===== src/rtl/fir_input_sequencer.sv =====
// Upstream sequencer for the FIR stage: buffers samples in a small FIFO, loads
// coefficient sets and pushes samples through the load_coeff/data_ready handshakes.
module fir_input_sequencer #(
    parameter int NUM_COEFFS = 4,
    parameter int DEPTH      = 4,
    parameter int HS_TIMEOUT = 16
) (
    input  logic                     clk,
    input  logic                     n_reset,
    input  logic                     new_coeff_set,
    input  logic [16*NUM_COEFFS-1:0] coeff_in,
    input  logic [15:0]              sample_in,
    input  logic                     sample_valid,
    output logic                     sample_ready,
    input  logic                     modwait,
    input  logic [15:0]              fir_out,
    input  logic                     err,
    output logic [15:0]              sample_data,
    output logic [15:0]              fir_coefficient,
    output logic                     data_ready,
    output logic                     load_coeff,
    output logic [15:0]              result,
    output logic                     result_err,
    output logic                     result_valid,
    output logic                     coeff_loaded,
    output logic                     hs_timeout
);
    localparam int PW = (DEPTH > 1) ? $clog2(DEPTH) : 1;
    localparam int CW = $clog2(DEPTH + 1);
    localparam int IW = (NUM_COEFFS > 1) ? $clog2(NUM_COEFFS) : 1;
    localparam int TW = $clog2(HS_TIMEOUT + 1);
    localparam logic [CW-1:0] FULL_COUNT = CW'(DEPTH);
    localparam logic [IW-1:0] LAST_IDX   = IW'(NUM_COEFFS - 1);
    localparam logic [TW-1:0] LAST_TICK  = TW'(HS_TIMEOUT - 1);

    typedef enum logic [2:0] {IDLE, C_ASSERT, C_WAIT, S_ASSERT, S_WAIT, CAPTURE} state_t;

    state_t                   state_q, state_d;
    logic [IW-1:0]            idx_q, idx_d;
    logic [TW-1:0]            tmo_q, tmo_d;
    logic                     coeff_loaded_q, coeff_loaded_d;
    logic                     pop, start_load, capture, timeout, push;

    logic [15:0]              mem_q [DEPTH];
    logic [PW-1:0]            wr_ptr_q, rd_ptr_q;
    logic [CW-1:0]            count_q;

    logic [16*NUM_COEFFS-1:0] req_q, coeff_q;
    logic                     pending_q;
    logic [15:0]              coeff_word [NUM_COEFFS];

    logic [15:0]              sample_data_q, result_q;
    logic                     result_err_q, result_valid_q, hs_timeout_q;
    logic                     data_ready_q, load_coeff_q;

    assign sample_ready = (count_q != FULL_COUNT);
    assign push         = sample_valid && sample_ready;

    // NOTE: the sample storage carries no reset; occupancy lives in count_q and
    // the pointers, so an entry is never read before it has been written.
    always_ff @(posedge clk) begin
        if (push) mem_q[wr_ptr_q] <= sample_in;
    end

    always_ff @(posedge clk or negedge n_reset) begin
        if (!n_reset) begin
            wr_ptr_q <= '0;
            rd_ptr_q <= '0;
            count_q  <= '0;
        end else begin
            if (push) wr_ptr_q <= wr_ptr_q + 1'b1;
            if (pop)  rd_ptr_q <= rd_ptr_q + 1'b1;
            case ({push, pop})
                2'b10:   count_q <= count_q + 1'b1;
                2'b01:   count_q <= count_q - 1'b1;
                default: ;
            endcase
        end
    end

    // A request is parked in req_q and only copied into coeff_q when a load
    // starts, so the coefficient on the bus never changes mid-load.
    always_ff @(posedge clk or negedge n_reset) begin
        if (!n_reset) begin
            req_q     <= '0;
            coeff_q   <= '0;
            pending_q <= 1'b0;
        end else begin
            if (new_coeff_set) req_q   <= coeff_in;
            if (start_load)    coeff_q <= req_q;
            if (new_coeff_set)   pending_q <= 1'b1;
            else if (start_load) pending_q <= 1'b0;
        end
    end

    always_comb begin
        for (int k = 0; k < NUM_COEFFS; k++) coeff_word[k] = coeff_q[16*k +: 16];
    end

    // NOTE: every combinational output gets a default before the case, so no
    // path leaves a signal unassigned and no latch is inferred.
    always_comb begin
        state_d        = state_q;
        idx_d          = idx_q;
        tmo_d          = tmo_q;
        coeff_loaded_d = coeff_loaded_q;
        pop            = 1'b0;
        start_load     = 1'b0;
        capture        = 1'b0;
        timeout        = 1'b0;
        unique case (state_q)
            IDLE: begin
                if (pending_q) begin
                    state_d        = C_ASSERT;
                    idx_d          = '0;
                    tmo_d          = '0;
                    coeff_loaded_d = 1'b0;
                    start_load     = 1'b1;
                end else if (coeff_loaded_q && count_q != '0) begin
                    state_d = S_ASSERT;
                    tmo_d   = '0;
                    pop     = 1'b1;
                end
            end
            C_ASSERT, S_ASSERT: begin
                if (modwait) begin
                    state_d = (state_q == C_ASSERT) ? C_WAIT : S_WAIT;
                end else if (tmo_q == LAST_TICK) begin
                    state_d = IDLE;
                    timeout = 1'b1;
                end else begin
                    tmo_d = tmo_q + 1'b1;
                end
            end
            C_WAIT: begin
                if (!modwait) begin
                    if (idx_q == LAST_IDX) begin
                        coeff_loaded_d = 1'b1;
                        state_d        = IDLE;
                    end else begin
                        idx_d   = idx_q + 1'b1;
                        tmo_d   = '0;
                        state_d = C_ASSERT;
                    end
                end
            end
            S_WAIT: begin
                if (!modwait) begin
                    state_d = CAPTURE;
                    capture = 1'b1;
                end
            end
            CAPTURE: state_d = IDLE;
            default: state_d = IDLE;
        endcase
    end

    // NOTE: sequential state uses non-blocking assignments only, so every flop
    // samples the pre-edge value of every other flop.
    always_ff @(posedge clk or negedge n_reset) begin
        if (!n_reset) begin
            state_q        <= IDLE;
            idx_q          <= '0;
            tmo_q          <= '0;
            coeff_loaded_q <= 1'b0;
            data_ready_q   <= 1'b0;
            load_coeff_q   <= 1'b0;
            result_valid_q <= 1'b0;
            hs_timeout_q   <= 1'b0;
            sample_data_q  <= '0;
            result_q       <= '0;
            result_err_q   <= 1'b0;
        end else begin
            state_q        <= state_d;
            idx_q          <= idx_d;
            tmo_q          <= tmo_d;
            coeff_loaded_q <= coeff_loaded_d;
            data_ready_q   <= (state_d == S_ASSERT);
            load_coeff_q   <= (state_d == C_ASSERT);
            result_valid_q <= capture;
            hs_timeout_q   <= timeout;
            if (pop) sample_data_q <= mem_q[rd_ptr_q];
            // The result is taken as modwait falls, so it is already valid
            // during the CAPTURE cycle in which result_valid is high.
            if (capture) begin
                result_q     <= fir_out;
                result_err_q <= err;
            end
        end
    end

    assign sample_data     = sample_data_q;
    assign fir_coefficient = coeff_word[idx_q];
    assign data_ready      = data_ready_q;
    assign load_coeff      = load_coeff_q;
    assign result          = result_q;
    assign result_err      = result_err_q;
    assign result_valid    = result_valid_q;
    assign coeff_loaded    = coeff_loaded_q;
    assign hs_timeout      = hs_timeout_q;

endmodule


===== config.mk =====
export PLATFORM = sky130hd
export DESIGN_NAME = fir_input_sequencer
export DESIGN_NICKNAME = d
export VERILOG_FILES = /design/src/rtl/fir_input_sequencer.sv
export SDC_FILE = /design/constraint.sdc
export NUM_CORES = 1
export LEC_CHECK = 0
export BUFFER_PORTS_ARGS = -buffer_cell sky130_fd_sc_hd__buf_2
export CAP_MARGIN = 20
export CORE_MARGIN = 8
export CORE_UTILIZATION = 46
export CTS_CLUSTER_DIAMETER = 40
export CTS_CLUSTER_SIZE = 30
export DETAILED_ROUTE_END_ITERATION = 12
export MAX_ROUTING_LAYER = met4
export PLACE_DENSITY = 0.75
export SYNTH_ARGS = -nofsm -noshare
export SYNTH_HDL_FRONTEND = slang
export SYNTH_SLANG_ARGS = --single-unit

===== constraint.sdc =====
create_clock -name clk -period 2.75 [get_ports clk]
set_input_delay 0.1375 -clock clk [delete_from_list [all_inputs] [get_ports clk]]
set_output_delay 0.1375 -clock clk [all_outputs]
set_load 0.005 [all_outputs]

## Word-level counts from Yosys, hierarchy flattened

Memory sizes are Yosys's and may differ from the RTL's. A register that Yosys moved wholly into a read port is not among the register bits.
Index checks and enable logic that the tools add are counted.

- $add $sub $neg: 6
- Magnitude comparators: 1
- Equal/unequal tests: 18
- Multiplexer cells: 42
- Bitwise operators: 1
- Reduce and logical (&&, ||, !) cells: 13

Operators with widths:

| kind | number |
|---|---|
| 16-bit binary-select mux with 2-bit select | 1 |
| 16-bit two-way mux | 2 |
| 5-bit two-way mux | 6 |
| 3-bit two-way mux | 7 |
| 1-bit two-way mux | 18 |
| 5-bit one-hot mux with 3 select lines | 1 |
| 2-bit != test (second input constant) | 6 |
| 3-bit one-hot mux with 4 select lines | 1 |
| 3-bit by 2-bit equality test with 1-bit output (second input constant) | 3 |
| 4-bit AND reduction | 2 |
| 2-bit by 1-bit adder with 2-bit output (second input constant) | 3 |
| 3-bit by 1-bit equality test with 1-bit output (second input constant) | 2 |
| 2-bit two-way mux | 3 |
| 3-bit != test (second input constant) | 2 |
| 3-bit one-hot mux with 2 select lines | 1 |
| 6-bit AND reduction | 1 |
| 2-bit nonzero test | 3 |
| 3-bit nonzero test | 2 |
| 5-bit by 1-bit adder with 5-bit output (second input constant) | 1 |
| 5-bit by 4-bit equality test with 1-bit output (second input constant) | 1 |
| 2-bit equality test (second input constant) | 2 |
| 2-bit one-hot mux with 2 select lines | 1 |
| 3-bit by 1-bit adder with 3-bit output (second input constant) | 1 |
| 3-bit equality test (second input constant) | 1 |
| 9 further kinds | 10 |

- Bits in registers: 168
- RAM bits: 64
- Bits of input ports: 102
- Output and inout port bits: 55
- Logic and storage cells: 98
- Memories kept: 1

Memory list:

| name | depth | width | rd ports | clocked after Yosys merged registers in | wr ports | line | text |
|---|---|---|---|---|---|---|---|
| mem_q | 4 | 16 | 1 | 1 | 1 | 44 | `logic [15:0] mem_q [DEPTH];` |

## Logic depth before layout (Yosys ltp)

Gate-level depths: netlist of run 1.

- Word-level depth: 7
- Gate-level depth with buffers: 11
- Depth with buffers taken out: 10

## Worst setup path before layout of run 1

Ideal clock, no wire load.

- Path type: register to register
- From: register state_q[2]
- To: register count_q[2]
- Library setup time: 0.079 ns
- Arrival: 2.418 ns
- Required time: 2.671 ns
- Setup slack: 0.253 ns
- Cell stages (with the launch flop): 12
- Buffers on the path: 2
- Period minus slack after synthesis: 2.497 ns
- Path through: dfrtp_1 -> or3_4 -> or3_1 -> buf_6 -> inv_4 -> buf_6 -> ha_1 -> inv_1 -> fa_1 -> xor2_1 -> nor2_1 -> xor2_1

- Longest elaborated chain between the ends: 4
- Elaborated cells on any way between the ends: 6
- Classes of those cells: eq/ne: 2; mux: 2; reduce/logical: 2

Ends and longest elaborated chain:

| item | line | text |
|---|---|---|
| from (decl) | 38 | `state_t state_q, state_d;` |
| from (signal assigned) | 174 | `state_q <= state_d;` |
| 3-bit zero test * | 111 | `unique case (state_q)` |
| 1-bit two-way mux * | 111 |  |
| named net pop | 42 | `logic pop, start_load, capture, timeout, push;` |
| 2-bit by 1-bit equality test with 1-bit output / 2-bit equality test (equally long branches) | 73 | `case ({push, pop})` |
| 3-bit one-hot mux with 2 select lines / 2-bit nonzero test (equally long branches) | -- |  |
| to (signal assigned) | 74 | `2'b10: count_q <= count_q + 1'b1;` |
| to (signal assigned) | 75 | `2'b01: count_q <= count_q - 1'b1;` |
| to (decl) | 46 | `logic [CW-1:0] count_q;` |

Mark *: on every way through the listed nets, which the timed path passes. The rest lies on a longest branch.
A chain may end at the register's enable or synchronous reset.

## Worst setup path in the final report of run 1

- From: register state_q[2]
- To: register count_q[2]

- Longest elaborated chain between the ends: 4
- Elaborated cells on any way between the ends: 6
- Classes of those cells: eq/ne: 2; mux: 2; reduce/logical: 2

Ends and longest elaborated chain:

| item | line |
|---|---|
| 3-bit zero test * | 111 |
| 1-bit two-way mux * | 111 |
| 2-bit by 1-bit equality test with 1-bit output / 2-bit equality test (equally long branches) | 73 |
| 3-bit one-hot mux with 2 select lines / 2-bit nonzero test (equally long branches) | -- |

Every way passes the cells marked *; elsewhere a longest branch is shown, timed or not.

==> out/summary.txt, run 1 <==
Post-DP Area - 11000 um2
result of the run - finished, final reports clean
Worst Reg2Reg Path Length in Cells - 9
clock buffer count from CTS - 37
Clock power frac - 0.369
WL met2 - 10600 um
initial antenna violation count - 1
Die Wd - 162 um
global-route wire length before repair - 35400 um
worst vdd ir - 0.923 mV
Initial Util - 0.469
critical path fanouts, max - 9
Post-Syn Instances - 594
largest cells by area after synthesis - dfrtp_1, edfxtp_1, mux2_2
area share of the largest cell type after synthesis - 0.467
Tcrit/Tclk final - 0.874
crit path time final - 2400 ps
worst hold path class - primary input to register
largest family of logic cells by synthesized area - multiplexers
Ys Warns - 0
Tightest Pin Transition - 838 ps
Fillers - 1458
mapped cell area - 9870 um2
gr ovfl total - 0
Worst Hold Launch - modwait
vias in the first global route - 6617
Final Setup Violations - 0
power per cell area - 1020 nW/um2
RePlAce Congestion - 0.811
combinational power share - 0.243
largest net degree at the start of global routing - 71
Worst-path clk slew - 50 ps
share of layout cells above drive strength 1 - 0.463
Tot GR Track Use - 0.172
CTS tree - done
dominant cell type by area after synthesis - dfrtp_1
most frequent cells in the layout - dfrtp_1, buf_2, mux2_2
Setup CP Type - register to register
met3 wire len - 1450 um
Total Power - 13.6 mW
max-cap viol count - 0
Synth Area in Compound Gates - 0.0123
Starting DRT DRC Count - 324
nets - 986
Fin Clk Skew - 13.9 ps
Leak - 5.83 nW
Worst EP arrival - 2830 ps
Longest Clk Path Bufs - 3
Cell variety after synth - 42
xor and xnor area share after synthesis - 0.00533
post_cts resized - 0
# DRC - 0
Clk Tree Root Cell - clkbuf_16
RSZ-0062 raised after global routing - no
net count after synthesis - 705
mux contribution to synthesized area - 0.244
Yosys reg bits - 248
routed via count - 5952
proportion of synthesized chip area in sequential cells - 0.662
drt via density - 5.04
Routed Antenna Nets - 0
Synth Area in Simple Gates - 0.0451
Top Ports - 157
Cell Rows - 53
final total negative setup slack - 0 ps
worst r2r src - state_q[2]$_DFF_PN0_
Net Sw Frac - 0.270
port bufs - 156
WL per Instance - 18.3 um
H-tree levels - 2
CP required - 3180 ps
Synth Area in Adders - 0.0122
Avg Synthesized Cell Area - 16.6 um2
worst reg2reg endpoint - count_q[2]$_DFFE_PN0P_
Cell Int Power - 9.94 mW
f_max - 416 MHz
Worst Setup End Kind - register
Area Growth Syn to Fin - 35.3%
reg-to-reg slack, setup - 350 ps
Die H - 162 um
sw power - 3.67 mW
worst skew pair latency - 510 ps
wl on met1 - 9110 um
Top Metal Used - met4
Die Area - 26400 um2
CP Launch Type - register
design area - 13300 um2
clock sink count - 248
register share of total power - 0.388
core area - 21000 um2
Slew HR - 0.434
final WL - 21600 um
WHS Path Cells - 2
post-DP HPWL - 12800 um
Hold EP - result_valid$_DFF_PN0_
Slew Limit Fails - 0
commonest non-fill, non-tap cell in the layout - dfrtp_1
endpoints failing hold - 0
DRT Pass-1 Iters - 4
-- layout make-up --
| type | count | area [um2] | share of cell area |
|---|---|---|---|
| diodes | 1 | 2.50 | 0.000187 |
| clock buffers | 40 | 947 | 0.0710 |
| clock inverters | 28 | 408 | 0.0306 |
| inverters | 10 | 40.0 | 0.00300 |
| multi-input cells | 307 | 3140 | 0.236 |
| flip-flops and latches | 248 | 6530 | 0.489 |
| well taps | 275 | 344 | 0.0258 |
| repair buffers | 271 | 1940 | 0.145 |
-- state kept, by name (all words and copies together) (netlist names) --
name,cells
result_err,1
wr_ptr_q,2
mem_q,64
idx_q,2
result_valid,1
pending_q,1
data_ready,1
sample_data,16
count_q,3
result,16
coeff_q,64
coeff_loaded,1
tmo_q,5
load_coeff,1
req_q,64
hs_timeout,1
state_q,3
rd_ptr_q,2
-- stage by stage --
stage	setup slack, ps	cells	hold WS, ps	util
6_report	346	1180	34.8	0.635
3_3_place_gp	390	1013	188	0.524
5_1_grt	243	1180	45.8	0.635
4_1_cts	329	1179	16.9	0.635
2_1_floorplan	253	594	-158	-
3_5_place_dp	342	1013	189	0.524
-- cells by family after synthesis --
family | Yosys count
DFF | 248
muxes | 182
and+or+nand+nor | 92
adders and majority gates | 9
AOI/OAI and AO/OA | 18
buffers and inverters | 39
xor gates and xnor gates | 6
-- critical path, stage by stage, from the launching register on --
cell     delay [ps]
dfrtp_1         450
or3_4           430
or3_1           380
inv_4            70
ha_1            170
inv_1            60
fa_1            370
xor2_1          150
nor2_1          110
xor2_1          150
-- Yosys cell counts, drive strengths merged --
cell    instances
xnor2           4
edfxtp         64
mux2          146
o31ai           1
and2            1
or2             1
fa              1
inv            10
xor2            2
nand4b          1
nand2          57
nand3           5
buf            16
o21ba           1
a211oi          1
a31oi           1
ha              8
or3b            2
or3             2
mux2i           4
dfrtp         184
a21o            4
mux4           32
nand3b          3
nor3            1
nor2b           3
nor2            7
o21ai           5
a32o            1
clkbuf         13
a21oi           3
o311ai          1
and3            6
nor3b           3
-- layer usage --
metal,track usage,up-vias
li1,-,2745
met1,0.208,3008
met2,0.279,167
met3,0.0490,32
met4,0.0442,0
met5,-,-
-- power groups by stage --
stage               Sequential, mW  Combinational, mW  Clock (mW)
floorplan                     5.21               2.22           0
global placement              5.29               3.15           0
detailed placement            5.34               3.23           0
CTS                           5.29               3.36        5.15
global route                  5.41               3.62        5.32
finish                        5.28               3.30        5.02
-- worst max path at each step --
stage,from,endpoint,slack [ps],depth (start not counted)
final,state_q[2]$_DFF_PN0_,count_q[2]$_DFFE_PN0P_,350,9
after global routing,tmo_q[0]$_DFFE_PN0P_,tmo_q[4]$_DFFE_PN0P_,240,7
after CTS,state_q[2]$_DFF_PN0_,count_q[2]$_DFFE_PN0P_,330,9
after detailed placement,state_q[2]$_DFF_PN0_,count_q[2]$_DFFE_PN0P_,340,9
after global placement,state_q[2]$_DFF_PN0_,count_q[2]$_DFFE_PN0P_,390,9
after floorplan,state_q[2]$_DFF_PN0_,count_q[2]$_DFFE_PN0P_,250,11
-- timing repair --
action	4_1_cts	5_1_grt
hold buffers	98	0
hold endpoints to repair	212	0
setup buffers	0	0
Note: power is estimated with default switching activity, not from simulation.
==> run 2, diff against run 1 <==
CTS_BUF_LIST = sky130_fd_sc_hd__clkbuf_8   (was not set)
clock period = 3.05 ns   (was 2.75 ns; I/O delays follow)
==> out/summary.txt, run 2 (same netlist as run 1, synthesis figures left out) <==
result of the run - finished, final reports clean
RSZ-0062 raised after global routing - no
crit path time final - 2470 ps (+61.5 ps)
endpoints failing hold - 0 (unchanged)
Leak - 5.55 nW (-4.8%)
Finished Core Util - 0.606 (-0.0288)
critical path fanouts, max - 11 (+2)
Starting DRT DRC Count - 296 (-8.6%)
post_cts resized - 0 (unchanged)
H-tree levels - 2 (unchanged)
Tcrit/Tclk final - 0.808 (-0.0658)
Die Wd - 162 um (unchanged)
port bufs - 156 (unchanged)
gr ovfl total - 0 (unchanged)
Area Growth Syn to Fin - 29.2%
vias in the first global route - 6534 (-1.3%)
Worst Setup End Kind - register
Slew Limit Fails - 0 (unchanged)
Die Area - 26400 um2 (unchanged)
Slew HR - 0.420 (-0.0139)
Tot GR Track Use - 0.168 (-0.00324)
power per cell area - 834 nW/um2 (-18%)
Total Power - 10.6 mW (-22%)
Worst EP arrival - 2910 ps (+80 ps)
initial antenna violation count - 0 (-1)
worst path cell trace - or3_4 -> or3_1 -> inv_4 -> ha_1 -> inv_1 -> fa_1 -> xor2_1 -> nor2_1 -> xor2_1
clock sink count - 248 (unchanged)
# diodes - 0 (-1)
Final Setup Violations - 0 (unchanged)
CP max stage delay - 470 ps (+20 ps)
final hold slack - 50.0 ps (+15.3 ps)
core area - 21000 um2 (unchanged)
Routed Antenna Nets - 0 (unchanged)
worst skew pair latency - 540 ps (+30 ps)
CP Launch Type - register
DRT Pass-1 Iters - 4 (unchanged)
nets - 979 (-0.71%)
routed via count - 5863 (-1.5%)
worst hold path class - primary input to register
worst vdd ir - 0.427 mV (-54%)
RePlAce Congestion - 0.777 (-4.1%)
post-DP HPWL - 12600 um (-1.3%)
Critical Path Most Common Cell - xor2_1
Initial Util - 0.469 (unchanged)
Die H - 162 um (unchanged)
share of layout cells above drive strength 1 - 0.456 (-0.00763)
Crit-path slowest cell - dfrtp_1
Worst-path clk slew - 70 ps (+20 ps)
drt via density - 5.01 (-0.65%)
Fin Clk Skew - 27.2 ps (+13.3 ps)
commonest non-fill, non-tap cell in the layout - dfrtp_1
# DRC - 0 (unchanged)
Setup CP Type - register to register
final WL - 21000 um (-2.6%)
Cell Rows - 53 (unchanged)
WL per Instance - 18.0 um (-1.7%)
largest registers - coeff_q (64), mem_q (64), req_q (64)
Clk Tree Root Cell - clkbuf_8
final total negative setup slack - 0 ps (unchanged)
clock buffer count from CTS - 36 (-2.7%)
largest net degree at the start of global routing - 98 (+38%)
Longest Clk Path Bufs - 3 (unchanged)
f_max - 406 MHz (-2.5%)
global-route wire length before repair - 34500 um (-2.6%)
CTS tree - done
Top Ports - 157 (unchanged)
CP required - 3490 ps (+310 ps)
max-cap viol count - 0 (unchanged)
most frequent cells in the layout - dfrtp_1, buf_2, mux2_2
Tightest Pin Transition - 870 ps (+31.5 ps)
[run 2: cell count changes in the layout (fill, tap and decap cells not counted), sizes merged]
cell / change
clkinv: -5
diode: -1
inv: +4
clkbuf: -1
bufinv: -4
buf: -6
clkinvlp: +3
[run 2: worst paths after layout]
kind	startpoint	end	slack, ps	cells past startpoint
setup / recovery	state_q[1]$_DFF_PN0_	count_q[2]$_DFFE_PN0P_	580	9
hold reg to reg	sample_data[7]$_DFFE_PN0P_	sample_data[7]$_DFFE_PN0P_	470	2
setup reg to reg	state_q[1]$_DFF_PN0_	count_q[2]$_DFFE_PN0P_	580	9
min in group asynchronous	n_reset	req_q[49]$_DFFE_PN0P_	260	2
hold / removal	sample_valid	wr_ptr_q[0]$_DFFE_PN0P_	50	3
max in group asynchronous	n_reset	result_valid$_DFF_PN0_	1910	3
[run 2: repair_timing]
item	CTS	global route
hold buffers	98	0
endpoints found under the hold margin	238	0
setup buffers	0	0
[run 2: worst max-delay path, delay by kind of cell, from the launching register on]
kind                     cells  cell delay, ps
XOR/XNOR                     2             300
adder cells (fa/ha/maj)      2             550
buffers and inverters        2             130
flip-flops                   1             470
AND/OR/NAND/NOR              3             960
[run 2: final cells by class]
class,count,area (um2)
clock buffer,39,537
clock inverter,26,273
fill,1589,8280
inverter,10,40.0
multi-input combinational,307,3140
sequential,248,6530
tap,275,344
timing repair buffer,265,1880
[run 2: stage by stage]
step	area (um2)	setup slack, ps	std cells
floorplan	9870	553	594
global placement	11000	636	1007
detailed placement	11000	589	1007
CTS	12700	574	1170
global route	12700	400	1170
finish	12700	584	1170
[run 2: where the power goes]
group	switching [mW]	total (mW)	internal [mW]
sequential	0.432	4.78	4.35
combinational	1.25	2.91	1.66
clock	1.41	2.94	1.52
total	3.09	10.6	7.53
[run 2: metal layers]
metal	share of wire	track usage
met2	0.49	0.269
met4	0.015	0.0526
met1	0.44	0.210
met3	0.057	0.0407
met5	0	-
==> run 3, diff against run 2 <==
PLACE_DENSITY = 0.78   (was 0.75)
clock period = 2 ns   (was 3.05 ns; I/O delays follow)
==> out/summary.txt, run 3 (same netlist as run 1, synthesis figures left out) <==
result of the run - finished with violations
failing checks - setup timing
CP Launch Type - register
Worst Setup End Kind - register
design area - 13100 um2 (+2.8%)
Worst EP arrival - 2570 ps (-340 ps)
post-DP HPWL - 13100 um (+3.7%)
f_max - 469 MHz (+16%)
Placed Cells - 1028 (+2.1%)
Reg area - 6530 um2 (about the same)
final WL - 22100 um (+5.1%)
worst r2r src - state_q[2]$_DFF_PN0_
gr ovfl total - 0 (unchanged)
Fin Clk Skew - 40.5 ps (+13.3 ps)
buffers and inverters on the worst path - 2 (unchanged)
largest registers - coeff_q (64), mem_q (64), req_q (64)
CTS tree - done
Worst Hold Launch - sample_valid
Longest Clk Path Bufs - 3 (unchanged)
port bufs - 156 (unchanged)
critical path fanouts, max - 2 (-9)
Tot GR Track Use - 0.172 (+0.00356)
WL per Instance - 18.4 um (+2.7%)
drt via density - 5.05 (+0.85%)
Area Growth Syn to Fin - 32.8%
most frequent cells in the layout - dfrtp_1, buf_2, mux2_2
worst path cell trace - or3_4 -> or3_4 -> inv_4 -> ha_4 -> inv_2 -> fa_2 -> xor2_1 -> nor2_1 -> xor2_1
final total negative setup slack - -153 ps (-153 ps)
WHS Path Cells - 4 (+1)
worst skew pair latency - 550 ps (about the same)
H-tree levels - 2 (unchanged)
Die Wd - 162 um (unchanged)
Crit-path slowest cell - or3_4
Final Setup Violations - 2 (+2)
# DRC - 0 (unchanged)
Critical Path Start - state_q[2]$_DFF_PN0_
core area - 21000 um2 (unchanged)
Initial Util - 0.469 (unchanged)
nets - 1005 (+2.7%)
vias in the first global route - 6590 (+0.86%)
Hold EP - wr_ptr_q[0]$_DFFE_PN0P_
Starting DRT DRC Count - 285 (-3.7%)
routed via count - 6049 (+3.2%)
power per cell area - 1290 nW/um2 (+55%)
Cell Rows - 53 (unchanged)
Setup CP Type - register to register
clock buffer count from CTS - 37 (+2.8%)
CP required - 2440 ps (-1050 ps)
Top Ports - 157 (unchanged)
Slew HR - 0.415 (-0.00533)
critical path's top delay family - simple AND/OR/NAND/NOR gates
worst hold path class - primary input to register
initial antenna violation count - 0 (unchanged)
global-route wire length before repair - 35200 um (+2.2%)
DRT Pass-1 Iters - 4 (unchanged)
Die Area - 26400 um2 (unchanged)
Leak - 5.72 nW (+3.0%)
Slew Limit Fails - 0 (unchanged)
max-cap viol count - 0 (unchanged)
clock sink count - 248 (unchanged)
area of the multi-input gates - 3200 um2 (+1.7%)
Post-DP Area - 11200 um2 (+1.9%)
worst reg2reg endpoint - count_q[2]$_DFFE_PN0P_
RePlAce Congestion - 0.738 (-5.0%)
# diodes - 0 (unchanged)
Die H - 162 um (unchanged)
Tightest Pin Transition - 878 ps (+7.99 ps)
Tcrit/Tclk final - 1.07 (+0.257)
Worst-path clk slew - 60 ps (about the same)
largest net degree at the start of global routing - 66 (-33%)
RSZ-0062 raised after global routing - yes
Final WS setup - -131 ps (-715 ps)
Routed Antenna Nets - 0 (unchanged)
crit path time final - 2130 ps (-335 ps)
Clk Tree Root Cell - clkbuf_8
commonest non-fill, non-tap cell in the layout - dfrtp_1
reg-to-reg slack, setup - -130 ps (-720 ps)
Fillers - 1528 (-3.8%)
final instance count without filler cells - 1197 (+2.3%)
endpoints failing hold - 0 (unchanged)
worst vdd ir - 0.874 mV (+100%)
Worst Reg2Reg Path Length in Cells - 9 (unchanged)
share of layout cells above drive strength 1 - 0.484 (+0.0279)
CP max stage delay - 380 ps (-90 ps)
-- run 3: worst max path at each step --
stage,endpoint,slack (ps),depth (start not counted)
3_3_place_gp,count_q[2]$_DFFE_PN0P_,-200,9
2_1_floorplan,count_q[2]$_DFFE_PN0P_,-490,11
4_1_cts,count_q[2]$_DFFE_PN0P_,-140,9
3_5_place_dp,count_q[2]$_DFFE_PN0P_,-240,9
6_report,count_q[2]$_DFFE_PN0P_,-130,9
5_1_grt,count_q[2]$_DFFE_PN0P_,-220,9
-- run 3: what timing repair did --
action	CTS	global route
setup buffers	1	1
cloned	0	1
endpoints found under the hold margin	330	0
hold buffers	99	0
pin swaps	2	0
endpoints found under the setup margin	23	15
resized for setup	6	8
-- run 3: report_power, final --
| part | leakage (nW) | switching (mW) | total [mW] | internal (mW) |
|---|---|---|---|---|
| logic | 2.47 | 2.09 | 4.93 | 2.84 |
| clock network | 0.425 | 2.17 | 4.67 | 2.50 |
| registers | 2.82 | 0.643 | 7.28 | 6.63 |
-- run 3: cell type report --
type / instances / share of cell area
sequential: 248 / 0.498
multi-input combinational: 307 / 0.244
clock inverter: 27 / 0.0233
tap: 275 / 0.0263
clock buffer: 40 / 0.0420
inverter: 10 / 0.00306
timing repair buffer: 290 / 0.163
-- run 3: routing by layer --
layer | wire length (um) | track usage | part of all wire | vias to the layer above
met5 | 0 | - | 0 | -
met4 | 469 | 0.0547 | 0.021 | 0
met3 | 1300 | 0.0425 | 0.059 | 45
met2 | 11000 | 0.280 | 0.50 | 182
met1 | 9310 | 0.209 | 0.42 | 3057
li1 | - | - | - | 2765
-- run 3: tightest hold or removal path, delay by kind of cell --
family / cells / cell delay (ps)
xor gates and xnor gates: 1 / 60
and+or+nand+nor: 1 / 140
buffers and inverters: 2 / 230
-- run 3: metrics by stage --
| step | setup WS, ps | utilization | power, mW | hold slack [ps] |
|---|---|---|---|---|
| detailed placement | -244 | 0.531 | 12.0 | 51.6 |
| global placement | -204 | 0.531 | 11.8 | 52.5 |
| global route | -221 | 0.623 | 17.8 | 58.3 |
| finish | -131 | 0.623 | 16.9 | 49.4 |
| CTS | -145 | 0.620 | 16.9 | 13.4 |
| floorplan | -486 | - | 10.2 | -196 |
